**src/rtl/alu_issue_ctrl.sv**
```systemverilog
// Operand/sequencing stage for the external 16-bit 4-function ALU: owns an
// 8x16 register file, issues reg-to-reg commands and writes results back.
module alu_issue_ctrl (
    input  logic        clk,
    input  logic        reset,
    input  logic        cmd_valid,
    output logic        cmd_ready,
    input  logic [1:0]  cmd_op,
    input  logic [2:0]  cmd_rd,
    input  logic [2:0]  cmd_rs1,
    input  logic [2:0]  cmd_rs2,
    input  logic        ld_en,
    input  logic [2:0]  ld_addr,
    input  logic [15:0] ld_data,
    output logic [1:0]  alu_op,
    output logic [15:0] alu_i0,
    output logic [15:0] alu_i1,
    input  logic [15:0] alu_o,
    input  logic        alu_cout,
    output logic        rsp_valid,
    output logic [15:0] rsp_data,
    output logic        rsp_cout,
    output logic        rsp_zero,
    output logic        busy
);

    // state | meaning
    // IDLE  | ready for a command; operands latched on accept
    // ISSUE | ALU inputs stable; result and carry sampled at closing edge
    // WRITE | response valid; result written to rd at closing edge

    localparam int NREG = 8;
    localparam int W    = 16;
    localparam int AW   = $clog2(NREG);

    typedef enum logic [1:0] {
        IDLE  = 2'd0,
        ISSUE = 2'd1,
        WRITE = 2'd2
    } state_t;

    state_t        state;
    state_t        state_nxt;
    logic [W-1:0]  regs [NREG];
    logic [AW-1:0] rd_q;
    logic [W-1:0]  res_q;
    logic          cout_q;
    logic          zero_q;
    logic          accept;
    logic [W-1:0]  rs1_val;
    logic [W-1:0]  rs2_val;

    // r0 is hardwired to zero regardless of array contents
    assign rs1_val = (cmd_rs1 == '0) ? '0 : regs[cmd_rs1];
    assign rs2_val = (cmd_rs2 == '0) ? '0 : regs[cmd_rs2];

    always_ff @(posedge clk) begin
        if (!reset) begin
            state <= IDLE;
        end else begin
            state <= state_nxt;
        end
    end

    always_comb begin
        state_nxt = IDLE;
        cmd_ready = 1'b0;
        rsp_valid = 1'b0;
        busy      = 1'b1;
        accept    = 1'b0;
        case (state)
            IDLE: begin
                cmd_ready = reset;
                busy      = 1'b0;
                accept    = cmd_valid;
                state_nxt = cmd_valid ? ISSUE : IDLE;
            end
            ISSUE: begin
                state_nxt = WRITE;
            end
            WRITE: begin
                rsp_valid = 1'b1;
                state_nxt = IDLE;
            end
            default: begin
                state_nxt = IDLE;
            end
        endcase
    end

    always_ff @(posedge clk) begin
        if (!reset) begin
            for (int i = 0; i < NREG; i++) begin
                regs[i] <= '0;
            end
            alu_op <= '0;
            alu_i0 <= '0;
            alu_i1 <= '0;
            rd_q   <= '0;
            res_q  <= '0;
            cout_q <= 1'b0;
            zero_q <= 1'b0;
        end else begin
            if (accept) begin
                alu_op <= cmd_op;
                alu_i0 <= rs1_val;
                alu_i1 <= rs2_val;
                rd_q   <= cmd_rd;
            end
            if (state == ISSUE) begin
                res_q  <= alu_o;
                cout_q <= ~alu_op[1] & alu_cout;
                zero_q <= (alu_o == '0);
            end
            if (ld_en && ld_addr != '0) begin
                regs[ld_addr] <= ld_data;
            end
            // placed after the load so a same-edge load to rd loses
            if (state == WRITE && rd_q != '0) begin
                regs[rd_q] <= res_q;
            end
        end
    end

    assign rsp_data = res_q;
    assign rsp_cout = cout_q;
    assign rsp_zero = zero_q;

endmodule

```
**config.mk**
```make
export PLATFORM = sky130hd
export DESIGN_NAME = alu_issue_ctrl
export DESIGN_NICKNAME = d
export VERILOG_FILES = /design/src/rtl/alu_issue_ctrl.sv
export SDC_FILE = /design/constraint.sdc
export NUM_CORES = 1
export LEC_CHECK = 0
export CAP_MARGIN = 20
export CELL_PAD_IN_SITES_DETAIL_PLACEMENT = 1
export CELL_PAD_IN_SITES_GLOBAL_PLACEMENT = 2
export CORE_ASPECT_RATIO = 2
export CORE_MARGIN = 5
export CORE_UTILIZATION = 33
export CTS_BUF_LIST = sky130_fd_sc_hd__clkbuf_8
export CTS_CLUSTER_DIAMETER = 80
export DETAILED_ROUTE_END_ITERATION = 10
export PLACE_DENSITY = 0.87
export SYNTH_ARGS = -nofsm -noshare
export SYNTH_HDL_FRONTEND = slang
export SYNTH_SLANG_ARGS = --single-unit
```
**constraint.sdc**
```tcl
create_clock -name clk -period 1.7 [get_ports clk]
set_input_delay 0.255 -clock clk [delete_from_list [all_inputs] [get_ports clk]]
set_output_delay 0.255 -clock clk [all_outputs]
set_load 0.02 [all_outputs]
```
==> reports/metrics.yaml, run 1 <==
sta:
  fin_crit_ns: 1.64
  rsz0062_at_grt: "true"
  hold_viol: 0
  relSlewSlack: 0.710
  hold_ws_ns: 0.325
  fmax_ghz: 0.609
  finalMaxSlewViolations: 0
  finalClockSkew_ns: 0.0147
  tightestPinTransition_ns: 0.434
  period_share: 0.966
  setup_viol: 0
yosys:
  synthFlopType: "edfxtp_1"
  postSynthCellCount: 954
  synth_cell_types: 41
  yosys.area.top_type_share: 0.378
  mappedNetlistArea_sq_um: 8910
  async_flop_share: 0
  yosys_warnings: 0
  syn-num-nets: 1005
  synth-edff-count: 112
  syn_avg_cell_area_sq_um: 9.34
  ys_ff_latch: 169
  yosys.area.top_type: "edfxtp_1"
  yosys-top-cells-area: "edfxtp_1 (38%), dfxtp_1 (13%), nand2_1 (12%)"
  ys_seq_area_frac: 0.506
layout:
  register_area_sq_um: 4510
  fillers: 3125
  utilization: 0.420
  multi_input_area_sq_um: 4000
  layout.nets: 1134
  layout-drive-gt1-share: 0.161
  area_delta_synth_final_pct: 26.4
clock_tree:
  htreeDepth: 4
  cts_max_path_buffers: 2
  clock_sinks: 169
  clk_pin_slew_worst_paths_ns: 0.09
  cts_buffers: 17
  cts_root_buf: "clkbuf_8"
  cts_tree: "yes"
  cts_hold_buf: 0
  clock_latency_ns: 0.48
power:
  powerDensity_nw_per_um2: 828
  peakVddDrop_uv: 517
  power.leakage_nw: 4.18
floorplanning:
  coreArea_sq_um: 26800
  start_util: 0.332
  rows: 85
  fp.dieW_microns: 126
  die_y_microns: 242
  ioPinCount: 106
  die-area_sq_um: 30600
setup_path:
  critical_path_class: "reg2out"
  cp.required_ns: 1.44
  cp-start-kind: "flop"
  crit_fanout: 6
  startpoint: "state[1]"
  r2r-start: "state[0]"
  cp.arrival_ns: 1.39
  cp-end-kind: "primary output"
min_path:
  hold_class: "in2reg"
  min-delay-start: "cmd_op[1]"
route:
  post_drt_wl_per_cell_microns: 19.6
  detail_route.drc_violations: 0
  first_iter_violations: 434
  vias: 7598
  routed_wl_microns: 28400
  ant_nets: 0
  first_pass_iters: 4
  avgViaCountPerCell: 5.26
global_route:
  grt.total_usage: 0.188
  grt_max_degree: 33
  first_global_vias: 8116
  grt_overflow_total: 0
  antenna_found_initial: 1
  grt_pass1_wl_microns: 45000
outcome:
  status: "finished, final reports clean"
placement:
  portBuffers: 105
  dpl.hpwl_microns: 22500
  gp_congestion: 0.830
job:
  cap_violations: 0
==> cell families (layout without fill, tap and decap cells) <==
group | count (synthesis) | count (layout) | synth area share
buffers and inverters | 92 | 234 | 0.0492
DFF | 169 | 169 | 0.506
AOI/OAI and AO/OA | 231 | 231 | 0.147
and+or+nand+nor | 379 | 379 | 0.179
other | 0 | 1 | 0
muxes | 83 | 83 | 0.119
==> layout make-up <==
type / count / share of cell area
diodes: 1 / 0.000222
clock buffers: 17 / 0.0208
clock inverters: 15 / 0.0163
inverters: 4 / 0.00133
multi-input cells: 693 / 0.355
flip-flops and latches: 169 / 0.400
well taps: 348 / 0.0387
repair buffers: 198 / 0.167
==> per-layer routing <==
metal,up-vias,GRT usage,wire length [microns]
met4,0,0.0648,713
met3,45,0.0307,814
met2,161,0.370,16300
met1,3747,0.196,10500
met5,-,0,0
li1,3645,-,-
==> power breakdown <==
part           leakage [nW]  total (mW)  internal, mW  switching (mW)
sequential             1.58        4.77          4.62           0.148
combinational          2.38        1.47         0.642           0.824
clock                 0.211        3.09          1.58            1.51
total                  4.18        9.32          6.84            2.48
==> critical path, stage by stage, from the launching register on <==
cell             delay, ns
dfxtp_2               0.36
nor2_2                0.12
inv_1                 0.06
buf_4                 0.12
clkdlybuf4s15_2       0.24
==> synthesized netlist by cell type (2+ instances only) <==
cell,count
buf_2,33
nor3_2,2
nor2_2,4
a211oi_1,15
nand2_1,275
nor4_1,4
or3_1,7
nand3_1,15
nor3_1,15
mux2i_1,52
clkbuf_2,2
clkbuf_1,40
inv_1,4
o31ai_1,14
o21ai_1,72
dfxtp_1,57
a21oi_1,40
nand2b_1,4
a221oi_1,13
nor2_1,39
mux4_2,17
nor2b_1,4
mux2_2,14
o21ai_0,59
buf_4,11
edfxtp_1,112
nand3b_1,2
o22ai_1,15
==> placed cells by master (no fill, tap or decap), types with 17 or more instances in the layout <==
cell / instances
dlygate4sd2_1: 52
clkdlybuf4s50_1: 48
clkbuf_8: 17
nor2_1: 32
a21oi_1: 40
dfxtp_1: 54
o21ai_0: 59
mux4_2: 17
o21ai_1: 72
buf_4: 74
mux2i_1: 52
nand2_1: 275
edfxtp_1: 112
==> registers in the layout (all words and copies together), names as in the netlist <==
signal	count
regs	112
alu_i0	16
alu_i1	16
rsp_data	16
rd_q	3
alu_op	2
state	2
rsp_cout	1
rsp_zero	1
==> stage by stage <==
stage	setup WS [ns]	instances	power (mW)	TNS [ns]	cell area [sq um]
2_1_floorplan	0.0622	954	5.59	0	8910
3_3_place_gp	-0.307	1411	6.34	-51.29	10900
3_5_place_dp	-0.363	1411	6.39	-63.33	10900
4_1_cts	0.0254	1444	9.41	0	11200
5_1_grt	-0.0662	1445	9.71	-0.119	11300
6_report	0.0575	1445	9.32	0	11300
==> final timing paths <==
kind / to / slack (ns) / cells after the start
worst max-delay path: busy / 0.06 / 4
worst min-delay path: alu_op[1] / 0.32 / 3
worst max register to register: regs[5][4] / 0.07 / 4
worst min register to register: alu_op[0] / 0.47 / 2
==> what timing repair did <==
action                     in CTS  in global routing
setup endpoints to repair      62                 32
pin swaps                       1                  2
resized for setup              63                  7
buffers inserted                1                  0
Power figures use the tool's default switching activity.
==> run 2: changes to the inputs <==
PLACE_DENSITY = unset   (was 0.87)
PLACE_DENSITY_LB_ADDON = 0.12   (was unset)
==> run 2 against run 1 <==
Compared with the run above: count of clock-buffer cells in the layout stayed put; largest cell class unchanged; first-iteration DRC count fell by 32%; highest routed layer unchanged; largest power group unchanged; non-clock buffer count rose by 2; clock skew is 0.0042 ns lower; critical endpoint is now regs[5][5].
==> reports/metrics.yaml, run 2 (synthesis gave the netlist of run 1 again) <==
outcome:
  status: "finished, final reports clean"  # unchanged
clock_tree:
  cts_buffers: 17  # unchanged
  cts_tree: "yes"  # unchanged
  clock_latency_ns: 0.49  # was 0.48 ns
  clock_sinks: 169  # unchanged
  clk_pin_slew_worst_paths_ns: 0.08  # was 0.09 ns
  cts_root_buf: "clkbuf_8"  # unchanged
  cts_hold_buf: 0  # unchanged
  htreeDepth: 4  # unchanged
  cts_max_path_buffers: 2  # unchanged
floorplanning:
  coreArea_sq_um: 26800  # unchanged
  die_y_microns: 242  # unchanged
  ioPinCount: 106  # unchanged
  start_util: 0.332  # unchanged
  die-area_sq_um: 30600  # unchanged
  fp.dieW_microns: 126  # unchanged
  rows: 85  # unchanged
global_route:
  met1_usage: 0.203  # was 0.196
  grtUsageMet3: 0.0399  # was 0.0307
  grt.total_usage: 0.184  # was 0.188
  grt_max_degree: 33  # unchanged
  grt-busiest-layer: "met2"  # unchanged
  antenna_found_initial: 0  # was 1
  grt.met2_usage: 0.347  # was 0.370
  grt_overflow_total: 0  # unchanged
  grt_pass1_wl_microns: 43600  # was 45000 microns
  first_global_vias: 7713  # was 8116
layout:
  diodes: 0  # was 1
  largest_register: "regs"  # unchanged
  final_common_cell: "nand2_1"  # unchanged
  fillers: 3090  # was 3125
  layout.nets: 1136  # was 1134
  finalInstanceArea_sq_um: 11300  # about the same
  largest_register_ffs: 112  # unchanged
  mostFrequentLayoutCells: "nand2_1 (275), edfxtp_1 (112), buf_4 (73)"  # was nand2_1 (275), edfxtp_1 (112), buf_4 (74)
  area_delta_synth_final_pct: 26.4  # about the same
  layout-drive-gt1-share: 0.160  # was 0.161
route:
  ant_nets: 0  # unchanged
  first_pass_iters: 4  # unchanged
  post_drt_wl_per_cell_microns: 19.1  # was 19.6 microns
  avgViaCountPerCell: 5.01  # was 5.26
  vias: 7236  # was 7598
  routed_wl_microns: 27500  # was 28400 microns
  detail_route.drc_violations: 0  # unchanged
  first_iter_violations: 297  # was 434
sta:
  rsz0062_at_grt: "false"  # was true
  fmax_ghz: 0.622  # was 0.609 GHz
  hold_ws_ns: 0.315  # was 0.325 ns
  period_share: 0.946  # was 0.966
  fin_crit_ns: 1.61  # was 1.64 ns
  setup_viol: 0  # unchanged
  fin_ws_ns: 0.0923  # was 0.0575 ns
  finalMaxSlewViolations: 0  # unchanged
  hold_viol: 0  # unchanged
  relSlewSlack: 0.688  # was 0.710
  tightestPinTransition_ns: 0.466  # was 0.434 ns
  finalClockSkew_ns: 0.0104  # was 0.0147 ns
setup_path:
  cp-start-kind: "flop"  # unchanged
  r2r-start: "state[0]"  # unchanged
  startpoint: "state[0]"  # was state[1]
  crit_fanout: 16  # was 6
  rr_worst_depth: 4  # unchanged
  critical_path_class: "reg2reg"  # was reg2out
  cp.required_ns: 1.89  # was 1.44 ns
  cp-end-kind: "flop"  # was primary output
  r2r-end: "regs[5][5]"  # was regs[5][4]
  cp.arrival_ns: 1.80  # was 1.39 ns
  reg2reg_slack_ns: 0.09  # was 0.07 ns
min_path:
  whs_endpoint: "rd_q[0]"  # was alu_op[1]
  min_path_cells: 3  # unchanged
  min-delay-start: "cmd_rd[0]"  # was cmd_op[1]
  hold_class: "in2reg"  # unchanged
placement:
  dpl.hpwl_microns: 22300  # was 22500 microns
  portBuffers: 105  # unchanged
  gp_congestion: 0.847  # was 0.830
  pre_cts_ws_ns: -0.357  # was -0.363 ns
  place_area_sq_um: 10900  # about the same
power:
  powerDensity_nw_per_um2: 803  # was 828 nW/um^2
  peakVddDrop_uv: 477  # was 517 uV
  power.leakage_nw: 4.17  # was 4.18 nW
job:
  cap_violations: 0  # unchanged
-- run 2: report_power, final --
part	total (mW)	switching [mW]	internal, mW
Clock	2.82	1.43	1.40
Sequential	4.76	0.140	4.62
Combinational	1.46	0.810	0.645
-- run 2: worst max-delay path by stage --
stage / depth (start not counted) / to / slack [ns]
4_1_cts: 2 / rsp_valid / 0.002
3_5_place_dp: 7 / regs[3][15] / -0.36
6_report: 4 / regs[5][5] / 0.09
2_1_floorplan: 4 / regs[2][0] / 0.06
5_1_grt: 4 / cmd_ready / 0.005
3_3_place_gp: 5 / regs[5][6] / -0.30
-- run 2: layout make-up --
type	count	area [sq um]	share of cell area
clock buffers	17	234	0.0208
clock inverters	13	140	0.0124
inverters	4	15.0	0.00133
multi-input cells	693	3990	0.355
flip-flops and latches	169	4510	0.400
well taps	348	435	0.0387
repair buffers	200	1930	0.172
-- run 2: worst max-delay path: stages, from the launching register on --
cell and delay [ns]:
dfxtp_2 0.36, nand4bb_1 0.34, nor2_2 0.26, or3_1 0.18
buf_12 0.17
-- run 2: timing repair --
action / CTS / global route
setup buffers: 0 / 0
resized for setup: 64 / 4
setup endpoints to repair: 55 / 5
-- run 2: metal layers --
layer | vias to the layer above | share of wire
met5 | - | 0
met4 | 0 | 0.022
met3 | 34 | 0.040
met2 | 139 | 0.55
met1 | 3411 | 0.38
li1 | 3652 | -
-- run 2: per-stage QoR --
step	setup TNS [ns]	power (mW)	utilization	instances
floorplan	0	5.59	-	954
global placement	-53.09	6.37	0.409	1414
detailed placement	-64.83	6.40	0.409	1414
CTS	0	9.19	0.420	1444
global route	0	9.44	0.420	1444
finish	0	9.04	0.420	1444
==> run 3: changes to the inputs <==
GPL_ROUTABILITY_DRIVEN = 0   (was unset)
==> results of run 3 <==
The final DEF is identical to that of run 2; final timing and power are the same.
